## config.mk

```make
export PLATFORM = sky130hd
export DESIGN_NAME = rr_decoder_arbiter_flat
export DESIGN_NICKNAME = d
export VERILOG_FILES = /design/src/rtl/rr_decoder_arbiter_if.sv /design/src/rtl/rr_decoder_arbiter.sv /design/src/flat_wrapper.sv
export SDC_FILE = /design/constraint.sdc
export NUM_CORES = 1
export LEC_CHECK = 0
export BUFFER_PORTS_ARGS = -buffer_cell sky130_fd_sc_hd__buf_2
export CAP_MARGIN = 30
export CORE_ASPECT_RATIO = 1.25
export CORE_MARGIN = 5
export CORE_UTILIZATION = 41
export CTS_CLUSTER_DIAMETER = 80
export DETAILED_ROUTE_END_ITERATION = 7
export GPL_TIMING_DRIVEN = 0
export HOLD_SLACK_MARGIN = 0.06
export PLACE_DENSITY = 0.56
export RECOVER_POWER = 25
export SYNTH_ARGS = -nofsm -noshare
export SYNTH_HDL_FRONTEND = slang
export SYNTH_SLANG_ARGS = --single-unit
```

## constraint.sdc

```tcl
create_clock -name clk_in -period 4.14 [get_ports clk_in]
set_input_delay 1.242 -clock clk_in [delete_from_list [all_inputs] [get_ports clk_in]]
set_output_delay 1.242 -clock clk_in [all_outputs]
set_load 0.05 [all_outputs]
```

## src/rtl/rr_decoder_arbiter_if.sv

```systemverilog
// Request/grant bundle between eight requesters and the arbiter.
// The arbiter sits on the slave side; requesters drive req_in.
interface rr_decoder_arbiter_if;
  logic [7:0] req_in;
  logic [7:0] gnt_out;
  logic [2:0] gnt_idx_out;
  logic       gnt_valid_out;
  logic       timeout_out;

  modport master (
    output req_in,
    input  gnt_out,
    input  gnt_idx_out,
    input  gnt_valid_out,
    input  timeout_out
  );

  modport slave (
    input  req_in,
    output gnt_out,
    output gnt_idx_out,
    output gnt_valid_out,
    output timeout_out
  );
endinterface

```

## src/rtl/rr_decoder_arbiter.sv

```systemverilog
// Eight-way round-robin arbiter with a hold limit.
// Grant index is registered and decoded to a one-hot grant.
module rr_decoder_arbiter #(
  parameter int NUM_REQ  = 8,
  parameter int MAX_HOLD = 15,
  parameter int CNT_W    = 8
) (
  input logic                clk_in,
  input logic                rst_in,
  rr_decoder_arbiter_if.slave bus
);

  typedef enum logic {IDLE, GRANT} state_t;

  localparam logic [CNT_W-1:0] MAX_C = CNT_W'(MAX_HOLD);

  state_t           state;
  logic [CNT_W-1:0] cnt;
  logic [2:0]       ptr;
  logic [7:0]       gnt_r;
  logic [2:0]       idx_r;
  logic             valid_r;
  logic             to_r;

  logic [2:0]       win;
  logic [2:0]       cand;
  logic             found;

  function automatic logic [7:0] dec3to8(input logic [2:0] i);
    return 8'(1) << i;
  endfunction

  // Scan from the slot after the last grant so it becomes lowest priority.
  always_comb begin
    win   = '0;
    cand  = '0;
    found = 1'b0;
    for (int i = 1; i <= NUM_REQ; i++) begin
      cand = ptr + 3'(i);
      if (!found && bus.req_in[cand]) begin
        win   = cand;
        found = 1'b1;
      end
    end
  end

  // Grant FSM; every release passes through IDLE, giving one dead cycle.
  always_ff @(posedge clk_in or posedge rst_in) begin
    if (rst_in) begin
      state   <= IDLE;
      cnt     <= '0;
      ptr     <= 3'd7;
      gnt_r   <= '0;
      idx_r   <= '0;
      valid_r <= 1'b0;
      to_r    <= 1'b0;
    end else begin
      to_r <= 1'b0;
      unique case (state)
        IDLE: begin
          if (|bus.req_in) begin
            state   <= GRANT;
            idx_r   <= win;
            gnt_r   <= dec3to8(win);
            valid_r <= 1'b1;
            cnt     <= CNT_W'(1);
          end
        end
        GRANT: begin
          if (!bus.req_in[idx_r] || cnt == MAX_C) begin
            state   <= IDLE;
            ptr     <= idx_r;
            idx_r   <= '0;
            gnt_r   <= '0;
            valid_r <= 1'b0;
            cnt     <= '0;
            to_r    <= bus.req_in[idx_r];
          end else begin
            cnt <= cnt + CNT_W'(1);
          end
        end
        default: state <= IDLE;
      endcase
    end
  end

  assign bus.gnt_out       = gnt_r;
  assign bus.gnt_idx_out   = idx_r;
  assign bus.gnt_valid_out = valid_r;
  assign bus.timeout_out   = to_r;

endmodule

```

## src/flat_wrapper.sv

```systemverilog
// flat-port wrapper written by rule: the top's interface ports become plain ports
module rr_decoder_arbiter_flat 
#(
  parameter int NUM_REQ  = 8,
  parameter int MAX_HOLD = 15,
  parameter int CNT_W    = 8
)
  (clk_in, rst_in, bus_req_in, bus_gnt_out, bus_gnt_idx_out, bus_gnt_valid_out, bus_timeout_out);
  rr_decoder_arbiter_if bus_i ();
  input logic clk_in;
  input logic rst_in;
  input wire logic [$bits(bus_i.req_in)-1:0] bus_req_in;
  output wire logic [$bits(bus_i.gnt_out)-1:0] bus_gnt_out;
  output wire logic [$bits(bus_i.gnt_idx_out)-1:0] bus_gnt_idx_out;
  output wire logic [$bits(bus_i.gnt_valid_out)-1:0] bus_gnt_valid_out;
  output wire logic [$bits(bus_i.timeout_out)-1:0] bus_timeout_out;
  assign bus_i.req_in = bus_req_in;
  assign bus_gnt_out = bus_i.gnt_out;
  assign bus_gnt_idx_out = bus_i.gnt_idx_out;
  assign bus_gnt_valid_out = bus_i.gnt_valid_out;
  assign bus_timeout_out = bus_i.timeout_out;
  rr_decoder_arbiter #(.NUM_REQ(NUM_REQ), .MAX_HOLD(MAX_HOLD), .CNT_W(CNT_W)) u_core (.clk_in(clk_in), .rst_in(rst_in), .bus(bus_i));
endmodule
```

# Word level (Yosys, flattened, before mapping)
# Index checks and enable logic that the tools add are counted.
# word_totals
regBits	25
out_inout_bits	13
inputBits	10
# classes
n_eq_ne	3
add_sub_neg	8
reduce_logical	19
n_mux	50
shifts	1
bitwise_logic	1
magnitude_cmp	9
# op_table
operator	n
$lt A3 B4 Y1 const B	9
$mux W8	4
$pmux W8 S2	2
$mux W3	10
$bmux W1 S3	9
$mux W1	22
$add A3 B3 Y3 const B	4
$add A8 B1 Y8 const B	1
$eq A8 B4 Y1 const B	1
$logic_not A1 Y1	8
$reduce_or A8 Y1	1
$shl A1 B3 Y8 const A	1
$logic_and A1 B1 Y1	7
$add A3 B2 Y3 const B	2
$pmux W3 S2	1
$pmux W1 S2	2
$reduce_and A2 Y1	2
$add A3 B1 Y3 const B	1
$ne A2 B1 Y1 const B	1
$ne A2 B2 Y1 const B	1
$logic_or A1 B1 Y1	1
$not A1 Y1	1

# Logic depth before layout (Yosys ltp)
# depth
depth_word	28
depth_mapped	13
mapped_depth_nobuf	10

# Worst setup path before layout
# Ideal clock, no wire load.
# synth_path
path_kind	register -> register
startpoint	register u_core.ptr[1]
endpoint	register u_core.gnt_r[6], in the netlist u_core.bus.gnt_out[6]
arrival_ps	3087
path_slack_ps	932
n_path_buf	1
t_required_ps	4018
path_stages_with_launch	11
synth_period_minus_slack_ps	3208
setup_time_ps	122
cell_sequence	dfstp_2 > buf_2 > inv_1 > ha_1 > mux4_1 > nor2b_1 > a211oi_2 > a22o_1 > a2111oi_2 > a211o_2 > a32o_1
# synth_via
elab_chain_len	28
# synth_rtl
item	line_no	rtl
start: declaration	rr_decoder_arbiter.sv:19	logic [2:0] ptr;
start signal: assignment	rr_decoder_arbiter.sv:72	ptr <= idx_r;
$add A3 B1 Y3	rr_decoder_arbiter.sv:39	cand = ptr + 3'(i);
$bmux W1 S3	rr_decoder_arbiter.sv:40	if (!found && bus.req_in[cand]) begin
$mux W1 (implied by the code)	rr_decoder_arbiter.sv:40	
$mux W1	rr_decoder_arbiter.sv:40	
$logic_not A1 Y1	rr_decoder_arbiter.sv:40	
$logic_and A1 B1 Y1	rr_decoder_arbiter.sv:40	
$mux W1	rr_decoder_arbiter.sv:40	
$logic_not A1 Y1	rr_decoder_arbiter.sv:40	
[12 not listed]	--	
$logic_and A1 B1 Y1	rr_decoder_arbiter.sv:40	
$mux W1	rr_decoder_arbiter.sv:40	
$logic_not A1 Y1	rr_decoder_arbiter.sv:40	
$logic_and A1 B1 Y1	rr_decoder_arbiter.sv:40	
$mux W3 *	rr_decoder_arbiter.sv:40	
$shl A1 B3 Y8 *	rr_decoder_arbiter.sv:30	return 8'(1) << i;
$mux W8 *	rr_decoder_arbiter.sv:61	if (|bus.req_in) begin
$pmux W8 S2 *	rr_decoder_arbiter.sv:59	unique case (state)
end signal: assignment	rr_decoder_arbiter.sv:64	gnt_r <= dec3to8(win);
end: declaration	rr_decoder_arbiter.sv:20	logic [7:0] gnt_r;
# Mark *: on every way between the ends. The rest lies on a longest branch, timed or not. The select of a mux whose other input is x is not followed.
# A chain may end at the register's enable or synchronous reset.

# Worst setup path in the final report
# layout_path
startpoint	register u_core.ptr[1]
endpoint	register u_core.gnt_r[3], in the netlist u_core.bus.gnt_out[3]
# The elaborated chain is that of the path after synthesis.

==> summary.md <==
| Metric | Value |
|---|---|
| Mapped Area | `between 2000 and 2500 um^2` |
| Cell Pwr Density | `between 800 and 900 nW/um^2` |
| CP Cell Sequence | `buf_2, inv_1, ha_1, mux4_1, mux2i_2, nand3_1, nor3_2, nor2b_1, o21ai_1, nor2_1, a22o_1` |
| I/O pin total | `23` |
| Hold_buf cts | `0` |
| Cts bufs inserted | `3` |
| Combinational power share | `0.736` |
| Synth area leaders | `dfrtp_1, mux4_2, nand2_1` |
| Ys async rst share | `1.000` |
| Crit path required time | `4350 ps` |
| Final setup fails | `0` |
| Sequential power share | `0.191` |
| Fin Setup TNS | `0 ps` |
| Clock transition at the registers of the reported paths | `approximately 80 ps` |
| Pre-CTS WS | `between 400 and 500 ps` |
| Postcts setup bufs | `0` |
| Post-synth top flop | `dfrtp_1` |
| Final worst-path cycle share | `0.8933` |
| Layout Cells excl Fill | `300` |
| Hold Vio Cnt, Final | `0` |
| Initial antenna violation count | `0` |
| Crit path max-delay family | `multiplexers` |
| Switching share of power | `0.5116` |
| H-tree depth | `1` |
| Cell total after placement | `between 200 and 300` |
| Leakage | `~0.00097 uW` |
| Tot Pwr | `about 1900 uW` |
| Crit. path cell count | `11` |
| Slew at the pin closest to its max-slew limit | `about 860 ps` |
| GRT Overall Usage | `0.1646` |
| FF-to-FF Start | `u_core.ptr[1]$_DFFE_PP1P_` |
| Final nets | `between 200 and 300` |
| DP HPWL | `a little under 4 mm` |
| Hold Path Stages | `2` |
| Die footprint | `around 6600 um^2` |
| Drt via density | `5.873` |
| Pint | `around 950 uW` |
| Commonest non-fill, non-tap cell in the layout | `nand2_1` |
| Busiest layer in global routing | `met2` |
| Startpoint Class | `flip-flop` |
| Initial core utilization | `0.4178` |
| Initial drt markers | `approximately 100` |
| Peak supply drop | `~0.42 mV` |
| Average size of a mapped cell | `slightly below 10 um^2` |
| P_sw | `between 900 and 1000 uW` |
| WL/cell | `between 15 and 20 um` |
| Layout cell share with drive strength beyond 1 | `0.2857` |
| RSZ-0062 raised after global routing | `false` |
| Slowest cell on crit path | `mux4_1` |
| Unique masters post-synth | `55` |
| First-pass GRT wire length | `around 9 mm` |
| Clk root buf | `clkbuf_8` |
| Fin crit period | `approximately 3700 ps` |
| Max-slew headroom | `0.4251` |
| Clock skew | `approximately 3.5 ps` |
| Max-cap violations | `0` |
| R2R depth | `11` |
| Largest stage delay, worst path | `700 ps` |
| Detail Route Antenna Nets | `0` |
| CTS resizes | `0` |
| Die height | `89.87 um` |
| R2R setup slack | `between 400 and 500 ps` |
| Core area | `between 5000 and 6000 um^2` |
| Max-slew violations | `0` |
| WHS Endpoint | `u_core.bus.gnt_valid_out$_DFFE_PP0P_` |
| Status | `finished clean` |
| GRT met1 Usage | `0.2152` |
| Design area | `approximately 2300 um^2` |
| Port bufs | `22` |
| HP Start | `u_core.bus.gnt_valid_out$_DFFE_PP0P_` |
| Setup CP Type | `reg2reg` |
| CTS tree | `yes` |
| Post-synth net total | `224` |
| Endpoint of the worst register-to-register path | `u_core.bus.gnt_out[3]$_DFFE_PP0P_` |
| Met2 usage | `0.2855` |
| Fmax | `around 270 MHz` |
| Clock share of power | `0.073` |
| Synth Warn # | `0` |
| N_diodes | `0` |
| Max FO, Critical Path | `10` |
| Biggest area consumer among synthesized cells | `dfrtp_1` |
| Layout fillers | `511` |
| CTS sink count | `25` |
| Placed cell areas | `about 2300 um^2` |
| Syn-to-layout area delta | `11.30%` |
| Most frequent cells in the layout | `nand2_1, buf_2, dfrtp_1` |
| Deepest clock path buffer count | `2` |
| Placer Congestion | `between 0.7 and 0.8` |
| Grt met3 use | `0.01228` |
| Number of synthesized flops with an enable pin | `0` |
| # rows | `29` |
| Gate Count Post-Synth | `roughly 210` |
| Worst setup EP type | `flip-flop` |
| GRT overflow | `0` |
| Critical path arrival | `around 3900 ps` |
| Hold Path Class | `reg2reg` |
| Sequential area share after synthesis | `0.3008` |
| Initial DRT Pass Iterations | `4` |
| Die width | `73.89 um` |
| Routed vias | `approximately 1.8k` |
| Clk_lat worst skew | `between 200 and 300 ps` |
| Routed WL | `just over 5 mm` |
| Vias in the first global route | `1,912` |
| Post-route DRC | `0` |
| Largest net degree at the start of global routing | `17` |
| CP Buf/Inv Count | `2` |
| Synth top area share | `0.2632` |
| Post-route setup slack | `around 440 ps` |
| Yosys reg bits | `25` |
kinds of logic after synthesis:
logic type,count (synthesis),synth area share
fa+ha+maj,3,0.01794
mux,25,0.2177
buf+inv,17,0.04485
xor+xnor,8,0.03349
simple gates,75,0.1704
compound gates,58,0.2147
flops,25,0.3008
worst max path at each step:
| stage | startpoint | endpoint | slack (ps) |
|---|---|---|---|
| final | u_core.ptr[1]$_DFFE_PP1P_ | u_core.bus.gnt_out[3]$_DFFE_PP0P_ | 440 |
| after floorplan | u_core.ptr[1]$_DFFE_PP1P_ | u_core.bus.gnt_out[6]$_DFFE_PP0P_ | 930 |
| after global routing | u_core.ptr[1]$_DFFE_PP1P_ | u_core.bus.gnt_out[3]$_DFFE_PP0P_ | 160 |
| after CTS | u_core.ptr[1]$_DFFE_PP1P_ | u_core.bus.gnt_out[3]$_DFFE_PP0P_ | 450 |
| after detailed placement | bus_req_in[1] | u_core.bus.gnt_out[3]$_DFFE_PP0P_ | 450 |
| after global placement | bus_req_in[1] | u_core.bus.gnt_out[3]$_DFFE_PP0P_ | 480 |
registers in the layout, indices dropped and copies added, names as in the netlist:
| signal | cells |
|---|---|
| u_core.bus.gnt_out | 8 |
| u_core.bus.timeout_out | 1 |
| u_core.bus.gnt_idx_out | 3 |
| u_core.ptr | 3 |
| u_core.bus.gnt_valid_out | 1 |
| u_core.cnt | 8 |
| u_core.state | 1 |
synth_stat cells, drive strengths merged (2+ instances only):
cell type  number
a22o            4
clkbuf          3
a211oi          3
nor4            3
nor2b           4
a21oi           8
o31ai           4
mux4           15
nand3           6
mux2i           8
o211ai          3
or2             2
inv             6
and2            2
a32o            2
nand2          29
nor3            4
dfrtp          22
a21o            3
mux2            2
ha              3
buf             7
xnor2           4
nand2b          7
o21ai          18
xor2            4
dfstp           3
nor2           17
routing by layer:
layer / vias up / part of all wire
li1: 847 / -
met3: 8 / 0.034
met4: 0 / 0.014
met1: 859 / 0.44
met2: 48 / 0.51
met5: - / 0
tightest hold or removal path, delay by kind of cell, from the launching register on:
family,cells,cell delay (ps)
flip-flops,1,340
AND/OR/NAND/NOR,2,110
final cells by class:
type | count | area (um^2) | share of cell area
buffer | 10 | 67.56 | 0.02902
clock buffer | 4 | 45.04 | 0.01934
inverter | 7 | 26.28 | 0.01128
multi-input combinational | 169 | 1369 | 0.5879
sequential | 25 | 629.4 | 0.2703
tap | 62 | 77.57 | 0.03332
timing repair buffer | 23 | 113.9 | 0.04890
power groups by stage:
stage / combinational [uW] / sequential [uW] / clock [uW]
2_1_floorplan: 1040 / 491 / 0
3_3_place_gp: 1420 / 375 / 0
3_5_place_dp: 1430 / 376 / 0
4_1_cts: 1440 / 372 / 149
5_1_grt: 1580 / 381 / 161
6_report: 1430 / 371 / 143
metrics by stage:
step           utilization  hold WS (ps)
6_report            0.4650         476.0
5_1_grt             0.4650         515.5
4_1_cts             0.4698         484.7
3_5_place_dp        0.4608         460.8
3_3_place_gp        0.4553         466.6
2_1_floorplan            -         468.7
Note: power is estimated with default switching activity, not from simulation.
